$ cat src/rtl/cnn_pkg.sv
// Shared CNN datapath definitions: default pixel width, layer image sizes,
// pixel type and the window-generator control states.
package cnn_pkg;

  localparam int DEF_DATA_WIDTH  = 16;
  localparam int DEF_KERNEL_SIZE = 3;
  localparam int L1_IN_WIDTH     = 28;
  localparam int L1_IN_HEIGHT    = 28;

  typedef logic [DEF_DATA_WIDTH-1:0] pixel_t;

  typedef enum logic [1:0] {
    IDLE   = 2'd0,
    ACTIVE = 2'd1,
    DONE   = 2'd2
  } win_state_t;

endpackage

$ cat src/rtl/line_buffer.sv
// One image row of delay: the value read out is the one written DEPTH enabled
// cycles earlier, using a single shared read/write index.
module line_buffer
  import cnn_pkg::*;
#(
  parameter int DATA_WIDTH = DEF_DATA_WIDTH,
  parameter int DEPTH      = L1_IN_WIDTH
) (
  input  logic                  clk,
  input  logic                  reset,
  input  logic                  en_i,
  input  logic [DATA_WIDTH-1:0] din_i,
  output logic [DATA_WIDTH-1:0] dout_o
);

  localparam int PW = (DEPTH > 1) ? $clog2(DEPTH) : 1;
  localparam logic [PW-1:0] PTR_LAST = PW'(DEPTH - 1);

  logic [DATA_WIDTH-1:0] mem_q [DEPTH];
  logic [PW-1:0]         ptr_q;
  logic [PW-1:0]         ptr_d;

  always_comb begin
    ptr_d = ptr_q;
    if (en_i) begin
      ptr_d = (ptr_q == PTR_LAST) ? '0 : ptr_q + 1'b1;
    end
  end

  always_ff @(posedge clk or posedge reset) begin
    if (reset) begin
      ptr_q <= '0;
    end else begin
      ptr_q <= ptr_d;
    end
  end

  // Contents are refilled by the first rows of every frame, so no reset.
  always_ff @(posedge clk) begin
    if (en_i) begin
      mem_q[ptr_q] <= din_i;
    end
  end

  assign dout_o = mem_q[ptr_q];

endmodule

$ cat src/rtl/conv_window_gen.sv
// Streaming KxK sliding-window generator: row-major pixels in, one packed
// stride-1 window out per valid kernel position, with a single output register.
module conv_window_gen
  import cnn_pkg::*;
#(
  parameter int DATA_WIDTH  = DEF_DATA_WIDTH,
  parameter int IMG_WIDTH   = L1_IN_WIDTH,
  parameter int IMG_HEIGHT  = L1_IN_HEIGHT,
  parameter int KERNEL_SIZE = DEF_KERNEL_SIZE
) (
  input  logic                                           clk,
  input  logic                                           reset,
  input  logic                                           start,
  input  logic                                           in_valid,
  output logic                                           in_ready,
  input  logic [DATA_WIDTH-1:0]                          in_data,
  output logic                                           win_valid,
  input  logic                                           win_ready,
  output logic [KERNEL_SIZE*KERNEL_SIZE*DATA_WIDTH-1:0]  win_data,
  output logic [$clog2(IMG_WIDTH)-1:0]                   win_row,
  output logic [$clog2(IMG_WIDTH)-1:0]                   win_col,
  output logic                                           done
);

  localparam int KM1 = KERNEL_SIZE - 1;
  localparam int CW  = $clog2(IMG_WIDTH);
  localparam int RW  = (IMG_HEIGHT > 1) ? $clog2(IMG_HEIGHT) : 1;
  localparam int WW  = KERNEL_SIZE * KERNEL_SIZE * DATA_WIDTH;

  localparam logic [CW-1:0] COL_LAST = CW'(IMG_WIDTH - 1);
  localparam logic [CW-1:0] COL_K    = CW'(KM1);
  localparam logic [RW-1:0] ROW_LAST = RW'(IMG_HEIGHT - 1);
  localparam logic [RW-1:0] ROW_K    = RW'(KM1);

  win_state_t state_q, state_d;

  logic [RW-1:0]         row_q, row_d;
  logic [CW-1:0]         col_q, col_d;
  logic                  taken_q, taken_d;
  logic                  win_valid_q, win_valid_d;
  logic [WW-1:0]         win_data_q, win_data_d;
  logic [CW-1:0]         win_row_q, win_row_d;
  logic [CW-1:0]         win_col_q, win_col_d;
  logic [DATA_WIDTH-1:0] sr_q [KERNEL_SIZE][KERNEL_SIZE];
  logic [DATA_WIDTH-1:0] sr_d [KERNEL_SIZE][KERNEL_SIZE];
  logic [DATA_WIDTH-1:0] chain [KERNEL_SIZE];
  logic [WW-1:0]         win_pack;

  logic accept;
  logic start_ok;
  logic emit;

  assign accept   = in_valid && in_ready;
  assign start_ok = (state_q == IDLE) && start;
  assign emit     = accept && (row_q >= ROW_K) && (col_q >= COL_K);

  // chain[0] is the live pixel; chain[i+1] is the same column i+1 rows earlier.
  assign chain[0] = in_data;

  for (genvar i = 0; i < KM1; i++) begin : g_lb
    line_buffer #(
      .DATA_WIDTH (DATA_WIDTH),
      .DEPTH      (IMG_WIDTH)
    ) u_lb (
      .clk    (clk),
      .reset  (reset),
      .en_i   (accept),
      .din_i  (chain[i]),
      .dout_o (chain[i+1])
    );
  end

  always_comb begin
    sr_d = sr_q;
    if (accept) begin
      for (int r = 0; r < KERNEL_SIZE; r++) begin
        for (int c = 0; c < KM1; c++) begin
          sr_d[r][c] = sr_q[r][c+1];
        end
        sr_d[r][KM1] = chain[KM1-r];
      end
    end
  end

  always_comb begin
    win_pack = '0;
    for (int r = 0; r < KERNEL_SIZE; r++) begin
      for (int c = 0; c < KERNEL_SIZE; c++) begin
        win_pack[(r*KERNEL_SIZE+c)*DATA_WIDTH +: DATA_WIDTH] = sr_d[r][c];
      end
    end
  end

  always_ff @(posedge clk) begin
    sr_q <= sr_d;
  end

  // Pixel counters and the output register.
  always_comb begin
    row_d       = row_q;
    col_d       = col_q;
    taken_d     = taken_q;
    win_valid_d = win_valid_q;
    win_data_d  = win_data_q;
    win_row_d   = win_row_q;
    win_col_d   = win_col_q;
    if (start_ok) begin
      row_d   = '0;
      col_d   = '0;
      taken_d = 1'b0;
    end else if (accept) begin
      if (col_q == COL_LAST) begin
        col_d = '0;
        if (row_q == ROW_LAST) begin
          taken_d = 1'b1;
        end else begin
          row_d = row_q + 1'b1;
        end
      end else begin
        col_d = col_q + 1'b1;
      end
    end
    if (emit) begin
      win_valid_d = 1'b1;
      win_data_d  = win_pack;
      win_row_d   = CW'(row_q - ROW_K);
      win_col_d   = col_q - COL_K;
    end else if (win_ready) begin
      win_valid_d = 1'b0;
    end
  end

  always_ff @(posedge clk or posedge reset) begin
    if (reset) begin
      row_q       <= '0;
      col_q       <= '0;
      taken_q     <= 1'b0;
      win_valid_q <= 1'b0;
      win_data_q  <= '0;
      win_row_q   <= '0;
      win_col_q   <= '0;
    end else begin
      row_q       <= row_d;
      col_q       <= col_d;
      taken_q     <= taken_d;
      win_valid_q <= win_valid_d;
      win_data_q  <= win_data_d;
      win_row_q   <= win_row_d;
      win_col_q   <= win_col_d;
    end
  end

  always_ff @(posedge clk or posedge reset) begin
    if (reset) begin
      state_q <= IDLE;
    end else begin
      state_q <= state_d;
    end
  end

  // The last window is the only one that can drain once every pixel is in.
  always_comb begin
    state_d = state_q;
    unique case (state_q)
      IDLE:    if (start) state_d = ACTIVE;
      ACTIVE:  if (win_valid_q && win_ready && taken_q) state_d = DONE;
      DONE:    state_d = IDLE;
      default: state_d = IDLE;
    endcase
  end

  always_comb begin
    in_ready = (state_q == ACTIVE) && !taken_q && (!win_valid_q || win_ready);
    done     = (state_q == DONE);
  end

  assign win_valid = win_valid_q;
  assign win_data  = win_data_q;
  assign win_row   = win_row_q;
  assign win_col   = win_col_q;

endmodule

$ cat config.mk
export PLATFORM = sky130hd
export DESIGN_NAME = conv_window_gen
export DESIGN_NICKNAME = d
export VERILOG_FILES = /design/src/rtl/cnn_pkg.sv /design/src/rtl/line_buffer.sv /design/src/rtl/conv_window_gen.sv
export SDC_FILE = /design/constraint.sdc
export NUM_CORES = 1
export LEC_CHECK = 0
export BUFFER_PORTS_ARGS = -buffer_cell sky130_fd_sc_hd__buf_2
export CORE_MARGIN = 2
export CORE_UTILIZATION = 55
export DETAILED_ROUTE_END_ITERATION = 10
export PLACE_DENSITY = 0.81
export SLEW_MARGIN = 10
export SYNTH_ARGS = -nofsm -noshare
export SYNTH_HDL_FRONTEND = slang
export SYNTH_SLANG_ARGS = --single-unit
$ cat constraint.sdc
create_clock -name clk -period 8.9 [get_ports clk]
set_input_delay 0.89 -clock clk [delete_from_list [all_inputs] [get_ports clk]]
set_output_delay 0.89 -clock clk [all_outputs]
set_load 0.01 [all_outputs]
==> results.toml <==
[global_routing]
gr-total-overflow = 0
grt_max_degree = 114
grt_antenna_before_repair = 3
track_usage_pct = 25.30
grt_pass1_wl_um = 163500
first_global_vias = 26370

[drt]
first_iter_violations = 2895
vias_cell = 6.143
routed_wire_length_per_instance_um = 26.05
routed-via-count = 25890
drc_errors = 0
drt.antenna.violating_nets = 0
wirelength_um = 109800
drt_pre_antenna_iters = 6

[finish]
finish.cell_count_without_fillers = 4214
design_area_um2 = 52110
fillCellCount = 5578
flow.area_growth_from_synthesis_pct = 12.32
fraction_of_final_layout_cells_sized_beyond_drive_strength_1_pct = 18.60
diode_count = 0
design.final.nets = 3083

[logic_synthesis]
async_flop_share_pct = 14.61
yosys_register_bits = 1218
synth_edf_count = 896
post-synth-top-area-fraction_pct = 57.99
ys_warn_count = 0
avgSynthCellArea_um2 = 16.35
synthDistinctLibCells = 63
synthDominantAreaCellType = "sky130_fd_sc_hd__edfxtp_1"
leading_post_synthesis_cells_by_cell_area = "sky130_fd_sc_hd__edfxtp_1, sky130_fd_sc_hd__dfrtp_1, sky130_fd_sc_hd__mux2i_1"
synth_sequential_area_ratio_pct = 73.81
synthesis.area_um2 = 46400
postSynthNetCount = 2875
synth-main-ff-cell = "sky130_fd_sc_hd__edfxtp_1"
synthesis.instances = 2838

[clocking]
cts-resized-gates = 0
cts_tree = "built"
postCtsSetupBuffers = 0
clkLatencyLatePin_ns = 0.67
htree_num_levels = 3
post_cts_hold_buffer_count = 0
inserted_clock_buffers = 106
cts.sinks = 1218
ctsLongestPathBuffers = 3
clock-root-buffer = "sky130_fd_sc_hd__clkbuf_16"
cts.reportedPaths.clkPinSlew_ns = 0.06

[die]
rows = 106
floorplan.io_pins = 178
dieArea_um2 = 86690
core_region_area_um2 = 83560
die_w_um = 294.4
die_height_um = 294.4
initial_utilization_pct = 55.53

[timing]
post-route-min-period_ns = 4.656
setup_repair_after_global_routing_missed_its_margin = "false"
timing.setup.tns_ns = 0
slew_viols_final = 0
hold_ws_ns = 0.3609
timing.clock.skew_ns = 0.01926
timing_worst_slew_pin_value_ns = 1.248
maxSlewHeadroom_pct = 16.43
hold_viol_final = 0
timing.fmax_mhz = 214.8
setup_violations = 0
min_period_over_period_pct = 52.31

[setup_path]
worst_setup_path_start_kind = "flop"
critPathRequiredTime_ns = 9.44
slowest_stage = "sky130_fd_sc_hd__dfrtp_4"
cp.arrival_ns = 5.20
path_max_fanout = 72
crit_path_kind = "flop to flop"
cp_slowest_stage_delay_ns = 1.04
reg2regPathDepth = 6
cp-end-kind = "flop"
cp_cell_sequence = "buf_4 -> mux2_1 -> a22o_1 -> a22oi_1 -> nand3_1 -> mux2_2"

[placed_design]
detailed_place.area_um2 = 48500
post-dp-hpwl_um = 66200
finalWeightedCongestion = 0.9224
portBuffers = 177
post-place-cells = 4018

[status]
status = "complete, no violations"

[worst_hold_path]
worstHoldPathType = "primary input to async pin"

[run]
timing.max_cap.violations = 0

[power_and_ir_drop]
leakage_nw = 19.26
peakVddDrop_mv = 0.2848
power.density_cell_area_nw_per_um2 = 364.5
## worst max-delay path: cells and delay by family, from the launching register on
kind                   cells  cell delay (ns)
flip-flops                 1             1.04
multiplexers               2             1.08
AO/OA/AOI/OAI              2             0.38
buffers and inverters      1             1.02
AND/OR/NAND/NOR            1             0.89
## worst paths after layout
| check | slack, ns | end | startpoint |
|---|---|---|---|
| max in group asynchronous | 7.00 | win_data[80]$_DFFE_PP0P_ | reset |
| worst min-delay path | 0.36 | win_data[10]$_DFFE_PP0P_ | reset |
| worst max register to register | 4.24 | win_data[87]$_DFFE_PP0P_ | g_lb[0].u_lb.ptr_q[1]$_DFFE_PP0N_ |
| worst max-delay path | 4.24 | win_data[87]$_DFFE_PP0P_ | g_lb[0].u_lb.ptr_q[1]$_DFFE_PP0N_ |
| worst min register to register | 0.44 | sr_q[133]$_DFF_P_ | sr_q[133]$_DFF_P_ |
| min in group clk | 0.44 | sr_q[133]$_DFF_P_ | sr_q[133]$_DFF_P_ |
## layer usage
layer / global-route usage, % / up-vias / part of all wire, %
met3: 5.761 / 241 / 10
li1: - / 11130 / -
met1: 32.79 / 13120 / 37
met4: 10.14 / 6 / 4.2
met2: 41.61 / 1394 / 49
met5: 0 / - / 0.034
## kinds of logic after synthesis
kind of cell,share of synthesized area (%)
AO/OA/AOI/OAI,3.142
XOR/XNOR,0.1699
AND/OR/NAND/NOR,6.205
adder cells (fa/ha/maj),0.4315
flip-flops,73.81
multiplexers,14.29
buffers and inverters,1.952
## layout by cell type (no fill, tap or decap), types with 16 or more instances in the layout
cell	netlist	final
sky130_fd_sc_hd__a211oi_1	18	18
sky130_fd_sc_hd__a21oi_1	24	24
sky130_fd_sc_hd__a22oi_1	45	45
sky130_fd_sc_hd__buf_2	87	177
sky130_fd_sc_hd__buf_4	22	73
sky130_fd_sc_hd__clkbuf_1	29	21
sky130_fd_sc_hd__clkbuf_16	0	113
sky130_fd_sc_hd__clkinv_2	0	16
sky130_fd_sc_hd__dfrtp_1	178	174
sky130_fd_sc_hd__dfxtp_1	144	144
sky130_fd_sc_hd__edfxtp_1	896	896
sky130_fd_sc_hd__ha_1	16	16
sky130_fd_sc_hd__mux2_1	119	119
sky130_fd_sc_hd__mux2_2	55	55
sky130_fd_sc_hd__mux2i_1	298	298
sky130_fd_sc_hd__mux4_2	75	75
sky130_fd_sc_hd__nand2_1	416	416
sky130_fd_sc_hd__nand3_1	53	50
sky130_fd_sc_hd__nor2_1	78	71
sky130_fd_sc_hd__o21ai_0	19	19
sky130_fd_sc_hd__o22ai_1	86	86
## state kept, by name, indices dropped and copies added (netlist names)
name,flops
taken_q,1
col_q,5
win_data,144
row_q,5
g_lb.u_lb.mem_q,896
state_q,2
sr_q,144
win_valid,1
win_col,5
win_row,5
g_lb.u_lb.ptr_q,10
## Yosys cell counts (3+ instances only)
library cell / n
sky130_fd_sc_hd__nor4_1: 10
sky130_fd_sc_hd__and2_1: 5
sky130_fd_sc_hd__buf_1: 3
sky130_fd_sc_hd__mux2i_1: 298
sky130_fd_sc_hd__nand4b_1: 5
sky130_fd_sc_hd__nor2b_1: 9
sky130_fd_sc_hd__mux4_2: 75
sky130_fd_sc_hd__nand4_1: 15
sky130_fd_sc_hd__dfrtp_1: 178
sky130_fd_sc_hd__nand2_1: 416
sky130_fd_sc_hd__nor2_1: 78
sky130_fd_sc_hd__clkbuf_1: 29
sky130_fd_sc_hd__buf_6: 10
sky130_fd_sc_hd__a21oi_1: 24
sky130_fd_sc_hd__nand4bb_1: 3
sky130_fd_sc_hd__or3b_2: 4
sky130_fd_sc_hd__a31oi_1: 6
sky130_fd_sc_hd__xnor2_1: 7
sky130_fd_sc_hd__buf_4: 22
sky130_fd_sc_hd__nand2b_1: 9
sky130_fd_sc_hd__a211oi_1: 18
sky130_fd_sc_hd__ha_1: 16
sky130_fd_sc_hd__dfxtp_1: 144
sky130_fd_sc_hd__a21o_1: 3
sky130_fd_sc_hd__nor3_1: 22
sky130_fd_sc_hd__or4b_1: 3
sky130_fd_sc_hd__a22oi_1: 45
sky130_fd_sc_hd__o22ai_1: 86
sky130_fd_sc_hd__o221ai_1: 4
sky130_fd_sc_hd__o32ai_1: 3
sky130_fd_sc_hd__inv_1: 16
sky130_fd_sc_hd__o21ai_0: 19
sky130_fd_sc_hd__edfxtp_1: 896
sky130_fd_sc_hd__buf_2: 87
sky130_fd_sc_hd__nand3b_1: 5
sky130_fd_sc_hd__nand3_1: 53
sky130_fd_sc_hd__or3_1: 5
sky130_fd_sc_hd__mux2_2: 55
sky130_fd_sc_hd__mux2_1: 119
## where the power goes
part	switching, mW	internal [mW]	leakage [nW]
registers	0.648	7.81	11.5
logic	3.83	1.97	5.99
clock network	2.01	2.73	1.76
total	6.48	12.5	19.3
## layout make-up
type / count / area [um^2] / share of cell area, %
Clock inverter: 49 / 529.3 / 1.016
Multi-Input combinational cell: 1450 / 11360 / 21.81
Timing Repair Buffer: 252 / 1469 / 2.819
Inverter: 18 / 75.07 / 0.1441
Clock buffer: 147 / 3070 / 5.892
Sequential cell: 1218 / 34260 / 65.73
Tap cell: 1080 / 1351 / 2.593
## metrics by stage
stage               setup WS, ns  utilization (%)  total power [mW]
detailed placement         4.299            58.05             14.23
floorplan                  3.180                -             11.96
global route               3.966            62.37             19.65
CTS                        4.250            62.36             18.95
global placement           4.414            58.02             13.93
finish                     4.244            62.37             18.99
No activity file was read; power rests on OpenSTA's default activity.
